--- config.mk ---
export PLATFORM = sky130hd
export DESIGN_NAME = cl_decode_stage
export DESIGN_NICKNAME = d
export VERILOG_FILES = /design/src/rtl/definitions.sv /design/src/rtl/cl_decode_pkg.sv /design/src/rtl/cl_decode_ctrl.sv /design/src/rtl/cl_decode_stage.sv
export SDC_FILE = /design/constraint.sdc
export NUM_CORES = 1
export LEC_CHECK = 0
export ABC_AREA = 1
export BUFFER_PORTS_ARGS = -buffer_cell sky130_fd_sc_hd__buf_2
export CORE_MARGIN = 3
export CORE_UTILIZATION = 47
export CTS_CLUSTER_SIZE = 28
export DETAILED_ROUTE_END_ITERATION = 8
export GPL_ROUTABILITY_DRIVEN = 0
export PLACE_DENSITY = 0.7
export SLEW_MARGIN = 20
export SYNTH_ARGS = -nofsm -noshare
export SYNTH_HDL_FRONTEND = slang
export SYNTH_SLANG_ARGS = --single-unit
--- constraint.sdc ---
create_clock -name clk -period 2.05 [get_ports clk]
set_input_delay 0.3075 -clock clk [delete_from_list [all_inputs] [get_ports clk]]
set_output_delay 0.3075 -clock clk [all_outputs]
set_load 0.01 [all_outputs]
--- src/rtl/definitions.sv ---
// Core-wide instruction format and opcode patterns shared across pipeline stages.
package definitions;

    localparam int REG_ADDR_W = 5;
    localparam int OPCODE_W   = 6;

    typedef struct packed {
        logic [OPCODE_W-1:0]   opcode;
        logic [REG_ADDR_W-1:0] rd;
        logic [REG_ADDR_W-1:0] rs_imm;
    } instruction_s;

    localparam logic [OPCODE_W-1:0] kADDU  = 6'h01;
    localparam logic [OPCODE_W-1:0] kSUBU  = 6'h02;
    localparam logic [OPCODE_W-1:0] kSLLV  = 6'h03;
    localparam logic [OPCODE_W-1:0] kSRAV  = 6'h04;
    localparam logic [OPCODE_W-1:0] kSRLV  = 6'h05;
    localparam logic [OPCODE_W-1:0] kAND   = 6'h06;
    localparam logic [OPCODE_W-1:0] kOR    = 6'h07;
    localparam logic [OPCODE_W-1:0] kNOR   = 6'h08;
    localparam logic [OPCODE_W-1:0] kSLT   = 6'h09;
    localparam logic [OPCODE_W-1:0] kSLTU  = 6'h0A;
    localparam logic [OPCODE_W-1:0] kMOV   = 6'h0B;
    localparam logic [OPCODE_W-1:0] kSLLR  = 6'h0C;
    localparam logic [OPCODE_W-1:0] kJALR  = 6'h0D;
    localparam logic [OPCODE_W-1:0] kLW    = 6'h0E;
    localparam logic [OPCODE_W-1:0] kLBU   = 6'h0F;
    localparam logic [OPCODE_W-1:0] kXOR   = 6'h10;
    localparam logic [OPCODE_W-1:0] kROR   = 6'h11;
    localparam logic [OPCODE_W-1:0] kSW    = 6'h12;
    localparam logic [OPCODE_W-1:0] kSB    = 6'h13;
    localparam logic [OPCODE_W-1:0] kBEQZ  = 6'h14;
    localparam logic [OPCODE_W-1:0] kBNEQZ = 6'h15;
    localparam logic [OPCODE_W-1:0] kJ     = 6'h16;

endpackage

--- src/rtl/cl_decode_pkg.sv ---
// Decode control bundle, scoreboard entry type and the opcode-to-flags function.
package cl_decode_pkg;
    import definitions::*;

    typedef struct packed {
        logic is_load;
        logic writes_rf;
        logic is_store;
        logic is_mem;
        logic is_byte;
        logic is_illegal;
    } decode_ctrl_s;

    typedef struct packed {
        logic                  valid;
        logic                  is_load;
        logic [REG_ADDR_W-1:0] rd;
    } sb_entry_s;

    // Illegal instructions carry no other flag so nothing downstream acts on them.
    function automatic decode_ctrl_s cl_decode(input logic [OPCODE_W-1:0] op,
                                               input logic byte_en);
        decode_ctrl_s c;
        c = '0;
        case (op)
            kADDU, kSUBU, kSLLV, kSRAV, kSRLV, kAND, kOR, kNOR, kSLT, kSLTU,
            kMOV, kSLLR, kJALR, kXOR, kROR: c.writes_rf = 1'b1;
            kLW: begin
                c.is_load   = 1'b1;
                c.writes_rf = 1'b1;
                c.is_mem    = 1'b1;
            end
            kLBU: begin
                if (byte_en) begin
                    c.is_load   = 1'b1;
                    c.writes_rf = 1'b1;
                    c.is_mem    = 1'b1;
                    c.is_byte   = 1'b1;
                end else begin
                    c.is_illegal = 1'b1;
                end
            end
            kSW: begin
                c.is_store = 1'b1;
                c.is_mem   = 1'b1;
            end
            kSB: begin
                if (byte_en) begin
                    c.is_store = 1'b1;
                    c.is_mem   = 1'b1;
                    c.is_byte  = 1'b1;
                end else begin
                    c.is_illegal = 1'b1;
                end
            end
            kBEQZ, kBNEQZ, kJ: c = '0;
            default: c.is_illegal = 1'b1;
        endcase
        return c;
    endfunction

endpackage

--- src/rtl/cl_decode_ctrl.sv ---
// Combinational flag decode of one instruction.
module cl_decode_ctrl
    import definitions::*;
    import cl_decode_pkg::*;
#(
    parameter int BYTE_OPS_EN = 1
) (
    input  instruction_s instr_i,
    output decode_ctrl_s ctrl_o
);

    // Byte ops become illegal when the memory path has no byte lanes.
    always_comb begin
        ctrl_o = cl_decode(instr_i.opcode, BYTE_OPS_EN != 0);
    end

endmodule

--- src/rtl/cl_decode_stage.sv ---
// Registered decode stage with load-use interlock and hazard-stall counter.
// SB_DEPTH must be at least 1; slot 0 always mirrors the output register.
module cl_decode_stage
    import definitions::*;
    import cl_decode_pkg::*;
#(
    parameter int SB_DEPTH    = 2,
    parameter int BYTE_OPS_EN = 1,
    parameter int STALL_CNT_W = 16
) (
    input  logic                   clk,
    input  logic                   n_reset,
    input  logic                   flush_i,
    input  logic                   in_valid_i,
    output logic                   in_ready_o,
    input  instruction_s           instruction_i,
    output logic                   out_valid_o,
    input  logic                   out_ready_i,
    output instruction_s           instr_o,
    output decode_ctrl_s           ctrl_o,
    output logic [STALL_CNT_W-1:0] stall_cnt_o
);

    decode_ctrl_s            in_ctrl;
    logic                    hazard;
    logic                    load_en;
    logic                    accept;

    logic                    out_valid_q, out_valid_d;
    instruction_s            instr_q,     instr_d;
    decode_ctrl_s            ctrl_q,      ctrl_d;
    sb_entry_s               sb_q [SB_DEPTH];
    sb_entry_s               sb_d [SB_DEPTH];
    logic [STALL_CNT_W-1:0]  stall_cnt_q, stall_cnt_d;

    cl_decode_ctrl #(
        .BYTE_OPS_EN (BYTE_OPS_EN)
    ) u_decode_ctrl (
        .instr_i (instruction_i),
        .ctrl_o  (in_ctrl)
    );

    // Conservative load-use check: both register fields compared regardless of opcode.
    always_comb begin
        logic hit;
        hit = 1'b0;
        for (int i = 0; i < SB_DEPTH; i++) begin
            if (sb_q[i].valid && sb_q[i].is_load &&
                (sb_q[i].rd == instruction_i.rd || sb_q[i].rd == instruction_i.rs_imm)) begin
                hit = 1'b1;
            end
        end
        hazard     = in_valid_i && !in_ctrl.is_illegal && hit;
        load_en    = out_ready_i || !out_valid_q;
        in_ready_o = !flush_i && !hazard && load_en;
        accept     = in_valid_i && in_ready_o;
    end

    // Next state: flush squashes everything; slots beyond 0 only age when downstream advances.
    always_comb begin
        out_valid_d = out_valid_q;
        instr_d     = instr_q;
        ctrl_d      = ctrl_q;
        sb_d        = sb_q;
        stall_cnt_d = stall_cnt_q;
        if (flush_i) begin
            out_valid_d = 1'b0;
            ctrl_d      = '0;
            for (int i = 0; i < SB_DEPTH; i++) begin
                sb_d[i] = '0;
            end
        end else if (load_en) begin
            if (out_ready_i) begin
                for (int i = 1; i < SB_DEPTH; i++) begin
                    sb_d[i] = sb_q[i-1];
                end
            end
            if (accept) begin
                out_valid_d = 1'b1;
                instr_d     = instruction_i;
                ctrl_d      = in_ctrl;
                sb_d[0]     = '{valid: 1'b1, is_load: in_ctrl.is_load, rd: instruction_i.rd};
            end else begin
                out_valid_d = 1'b0;
                ctrl_d      = '0;
                sb_d[0]     = '0;
            end
        end
        if (hazard && !flush_i && stall_cnt_q != '1) begin
            stall_cnt_d = stall_cnt_q + 1'b1;
        end
    end

    // State registers, cleared asynchronously.
    always_ff @(posedge clk or negedge n_reset) begin
        if (!n_reset) begin
            out_valid_q <= 1'b0;
            instr_q     <= '0;
            ctrl_q      <= '0;
            stall_cnt_q <= '0;
            for (int i = 0; i < SB_DEPTH; i++) begin
                sb_q[i] <= '0;
            end
        end else begin
            out_valid_q <= out_valid_d;
            instr_q     <= instr_d;
            ctrl_q      <= ctrl_d;
            stall_cnt_q <= stall_cnt_d;
            for (int i = 0; i < SB_DEPTH; i++) begin
                sb_q[i] <= sb_d[i];
            end
        end
    end

    assign out_valid_o = out_valid_q;
    assign instr_o     = instr_q;
    assign ctrl_o      = ctrl_q;
    assign stall_cnt_o = stall_cnt_q;

endmodule

; Word-level counts from Yosys, hierarchy flattened
; Index checks and enable logic that the tools add are counted.
[op_classes]
reduce_logical = 27
magnitude_cmp = 0
n_div = 0
bitwise_logic = 1
n_mul = 0
n_shift = 0
n_mux = 18
addsub = 1
n_eq_ne = 27
[op_table]
columns = cell, n
row1 = $eq A6 B4 Y1 const B, 8
row2 = $eq A6 B5 Y1 const B, 7
row3 = $mux W14, 2
row4 = $eq A6 B3 Y1 const B, 4
row5 = $reduce_or A22 Y1, 1
row6 = $eq A5 B5 Y1, 4
row7 = $mux W6, 3
row8 = $reduce_or A17 Y1, 1
row9 = $add A16 B1 Y16 const B, 1
row10 = $ne A16 B16 Y1 const B, 1
row11 = $mux W7, 2
row12 = $eq A6 B2 Y1 const B, 2
row13 = $logic_and A1 B1 Y1, 11
row14 = $mux W1, 11
row15 = $eq A6 B1 Y1 const B, 1
row16 = $reduce_or A2 Y1, 3
row17 = $reduce_bool A2 Y1, 2
row18 = $reduce_or A4 Y1, 1
row19 = $logic_not A1 Y1, 3
row20 = $logic_or A1 B1 Y1, 3
row21 = $reduce_and A3 Y1, 1
row22 = $reduce_and A2 Y1, 1
row23 = $not A1 Y1, 1
[word_totals]
out_inout_bits = 40
regBits = 53
in_bits = 21
word_cells = 91
latchBits = 0
mem_bits_ro = 0
ram_bits = 0
memories = 0

; Longest topological paths before layout
[depth]
depth_word = 13
depth_mapped = 14

; By module
; A second synthesis with hierarchy kept.
[unflattened]
cells_unflattened = 415
hier_area_um2 = 3056.7
[by_module_without_submodules]
columns = mod, seq_area_each_um2, area_per_inst_um2, n_inst, cells_per_inst
row1 = cl_decode_stage, 1276.2, 2806.4, 1, 363
row2 = cl_decode_ctrl, 0.0, 250.2, 1, 52

; Worst setup path after synthesis
; Ideal clock, no wire load.
[synth_timing]
path_kind = input-to-output
startpoint = input instruction_i[14] in the netlist's numbering
endpoint = output in_ready_o
path_buffers = 1
cell_stages = 11
t_arrival_ns = 1.299
t_required_ns = 1.742
path_slack_ns = 0.444
path_cell_list = inv_1 nand2_2 inv_1 nand2_1 nand2_1 inv_2 nand4_1 nand2_2 a21oi_4 buf_6 nor2_1
[synth_between]
elab_chain_len = 7
word_cells_on_any_way = 28
[synth_lines]
columns = element, line
row1 = start: declaration, cl_decode_stage.sv:16  ; input instruction_s instruction_i,
row2 = $eq A6 B1 Y1 (tied with other cells), cl_decode_pkg.sv:25  ; case (op)
row3 = $reduce_or A22 Y1 (no source line) (*), n/a
row4 = $logic_and A1 B1 Y1 (*) (2 in series), cl_decode_stage.sv:53  ; hazard = in_valid_i && !in_ctrl.is_illegal && hit;
row5 = $logic_not A1 Y1 (*), cl_decode_stage.sv:55  ; in_ready_o = !flush_i && !hazard && load_en;
row6 = $logic_and A1 B1 Y1 (*) (2 in series), cl_decode_stage.sv:55
row7 = end: declaration, cl_decode_stage.sv:15  ; output logic in_ready_o,
; Mark *: on every way between the ends. The rest lies on a longest branch, timed or not.

; Worst setup path in the final report
[layout_timing]
startpoint = register sb_q[7] in the netlist's numbering
endpoint = output in_ready_o
[layout_between]
elab_chain_len = 9
word_cells_on_any_way = 10
[layout_lines]
columns = element, line
row1 = start: declaration, cl_decode_stage.sv:32  ; sb_entry_s sb_q [SB_DEPTH];
row2 = start signal: indexed assignment, cl_decode_stage.sv:110  ; sb_q[i] <= sb_d[i];
row3 = $eq A5 B5 Y1, cl_decode_stage.sv:49  ; (sb_q[i].rd == instruction_i.rd || sb_q[i].rd == instruction_i.rs_imm)) begin
row4 = $logic_or A1 B1 Y1 (*), cl_decode_stage.sv:49
row5 = $logic_and A1 B1 Y1 (*), cl_decode_stage.sv:48  ; if (sb_q[i].valid && sb_q[i].is_load &&
row6 = $mux W1 (*) (2 in series), cl_decode_stage.sv:48
row7 = $logic_and A1 B1 Y1 (*), cl_decode_stage.sv:53
row8 = $logic_not A1 Y1 (*), cl_decode_stage.sv:55
row9 = $logic_and A1 B1 Y1 (*) (2 in series), cl_decode_stage.sv:55
; Marks and branches as above.

==> flow_metrics.py <==
metrics = {
    "floorplan": {
        "row_count": 29,
        "ios": 61,
        "die_x_um": 88.1,
        "fp.coreArea_mm2": 0.00642,
        "dieArea_mm2": 0.00776,
        "die_h_um": 88.1,
        "start_util_pct": 49.3,
    },
    "cells_and_area": {
        "syn2layout_area_growth_pct": 14.5,
        "mostFrequentLayoutCells": "106 x nand2_1, 60 x buf_2, 51 x dfrtp_1, 39 x inv_1, 24 x nand3_1",
        "drive_above_1_share_pct": 32.4,
        "stdcell_count": 524,
        "final_common_cell": "nand2_1",
        "diodes": 0,
        "layout.nets": 468,
    },
    "cts": {
        "cts_sinks": 51,
        "clkLatencyLatePin_ps": 310,
        "cts_hold_buf": 0,
        "cts_buffers": 5,
        "clock_path_buffers": 2,
        "cts_max_level": 2,
        "root_buffer": "clkbuf_8",
        "cts_tree": "yes",
        "clkTransAtPathRegs_ps": 90,
    },
    "setup_path": {
        "r2r-end": "instr_o[4]",
        "reg2reg_depth": 11,
        "worstReg2RegStart": "sb_q[7]",
        "worstPathRequired_ps": 1740,
        "critical_path_class": "flop to output pin",
        "end_kind": "output pin",
        "regToRegSetupSlack_ps": 280,
        "crit_fanout": 4,
        "cp.arrival_ps": 1620,
        "critPathLaunchType": "flop",
    },
    "detailed_routing": {
        "viasPerCell": 5.05,
        "drt_first_iter_violations": 124,
        "routed_wirelength_um": 6810,
        "post_drt_wl_per_cell_um": 13.0,
        "drtPass1Iterations": 4,
        "postRouteAntennaNets": 0,
        "vias": 2647,
        "remaining_drc_errors": 0,
    },
    "placement": {
        "post-dp-hpwl_um": 5040,
        "portBuffers": 60,
        "place_inst": 514,
    },
    "synthesis": {
        "syn-cell-area_mm2": 0.00317,
        "dominantRegCellSynth": "dfrtp_1",
        "synth_edf_count": 0,
        "synth_seq_cells": 51,
        "syn-instance-count": 383,
        "synth_fp_nets": 405,
        "async_flop_share_pct": 100,
        "yosysWarnings": 0,
        "syn_area_per_cell_um2": 8.27,
        "synth_seq_area_share_pct": 40.3,
        "synthDistinctLibCells": 34,
    },
    "timing": {
        "timing.fmax_mhz": 520,
        "slew_headroom_pct": 60.6,
        "timing.hold.ws_ps": -10.2,
        "tns_ps": 0,
        "setup-violations-final": 0,
        "worstMarginPinSlew_ps": 590,
        "finalCritPeriodShare_pct": 93.9,
        "min_period_ps": 1920,
        "slew_violations": 0,
        "rsz0062_at_grt": "no",
        "hold_viol": 18,
        "clock_skew_ps": 6.03,
    },
    "global_route": {
        "grt-ovfl-total": 0,
        "grt_use_met3_pct": 3.95,
        "grtUsageMet2_pct": 30.0,
        "busiest_layer": "met2",
        "track_usage_pct": 18.1,
        "grt_max_degree": 43,
        "grt_pass1_wl_um": 11100,
        "grtUsageMet1_pct": 23.8,
        "grt_pass1_vias": 2423,
        "antenna_found_initial": 0,
    },
    "pwr": {
        "finalPower_w": 0.00231,
        "ir_worst_vdd_v": 0.000254,
        "p_leak_nw": 1.93,
        "powerDensity_mw_per_mm2": 638,
    },
    "status": {
        "outcome": "complete, but fails checks",
        "violations": "negative hold slack",
    },
    "flow_run": {
        "cap_violations": 0,
    },
    "min_path": {
        "min_path_type": "input pin to async pin",
    },
}
worst max path at each step:
stage | startpoint | endpoint | slack, ps | cells past startpoint
global route | sb_q[1] | in_ready_o | 3 | 10
detailed placement | instruction_i[14] | instr_o[4] | 190 | 14
finish | sb_q[7] | in_ready_o | 130 | 9
floorplan | instruction_i[14] | in_ready_o | 440 | 11
global placement | instruction_i[14] | instr_o[4] | 240 | 14
CTS | sb_q[9] | in_ready_o | 70 | 10
metrics by stage:
| stage | worst slack, ps | utilization [%] | area, µm² |
|---|---|---|---|
| detailed placement | 194 | 54.1 | 3470 |
| floorplan | 444 | - | 3170 |
| CTS | 66.8 | 56.2 | 3610 |
| global route | 2.99 | 56.4 | 3620 |
| finish | 125 | 56.4 | 3620 |
| global placement | 235 | 54.1 | 3470 |
power by group:
group / switching [W] / internal (W)
combinational: 0.000227 / 0.000146
clock: 0.000342 / 0.000488
sequential: 0.0000459 / 0.00106
worst max-delay path, cell delays in order (launching register included):
cell     delay [ps]
dfrtp_1         430
inv_1           120
nand2_1          80
a21oi_2         130
nand3_1          70
nand2_1          90
nand2_2          80
a21oi_4         130
nor2_1           60
buf_2           140
layer usage:
layer	part of all wire, %	vias up
met2	47	59
met5	0	-
met4	1.5	0
met1	46	1216
li1	-	1361
met3	5.2	11
registers in the layout (all words and copies together), names as in the netlist:
| signal | flops |
|---|---|
| ctrl_o | 6 |
| instr_o | 16 |
| sb_q | 12 |
| stall_cnt_o | 16 |
| out_valid_o | 1 |
synth_stat cells (2+ instances only):
cell	number	area, µm²
nor3_1	6	30.0
nor2_1	23	86.3
nand4_1	21	131
nand3_2	2	20.0
nor2_4	2	22.5
nand2_2	16	100
o22ai_2	10	125
o21ai_0	7	35.0
nand3_1	24	120
buf_12	3	60.1
buf_6	4	45.0
dfrtp_1	51	1280
o21ai_2	15	131
inv_2	10	37.5
nand2_1	107	402
xor2_1	12	105
inv_1	40	150
xnor2_1	8	70.1
nor2_2	2	12.5
nand2_4	5	56.3
buf_4	2	15.0
final cells by class:
| type | count | area, µm² |
|---|---|---|
| Fill cell | 591 | 2800 |
| Multi-Input combinational cell | 270 | 1570 |
| Sequential cell | 51 | 1280 |
| Timing Repair Buffer | 68 | 360 |
| Inverter | 50 | 188 |
| Tap cell | 77 | 96.3 |
| Clock buffer | 6 | 72.6 |
| Clock inverter | 2 | 60.1 |
logic make-up after synthesis:
group / Yosys count / share of synthesized area [%]
simple gates: 214 / 33.4
buf+inv: 62 / 10.1
flops: 51 / 40.3
compound gates: 35 / 10.2
xor+xnor: 20 / 5.53
fa+ha+maj: 1 / 0.395
timing repair:
| item | CTS | global route |
|---|---|---|
| setup endpoints to repair | 0 | 1 |
| resized for setup | 0 | 2 |
| setup buffers | 0 | 2 |
| endpoints found under the hold margin | 0 | 0 |
No activity file was read; power rests on OpenSTA's default activity.
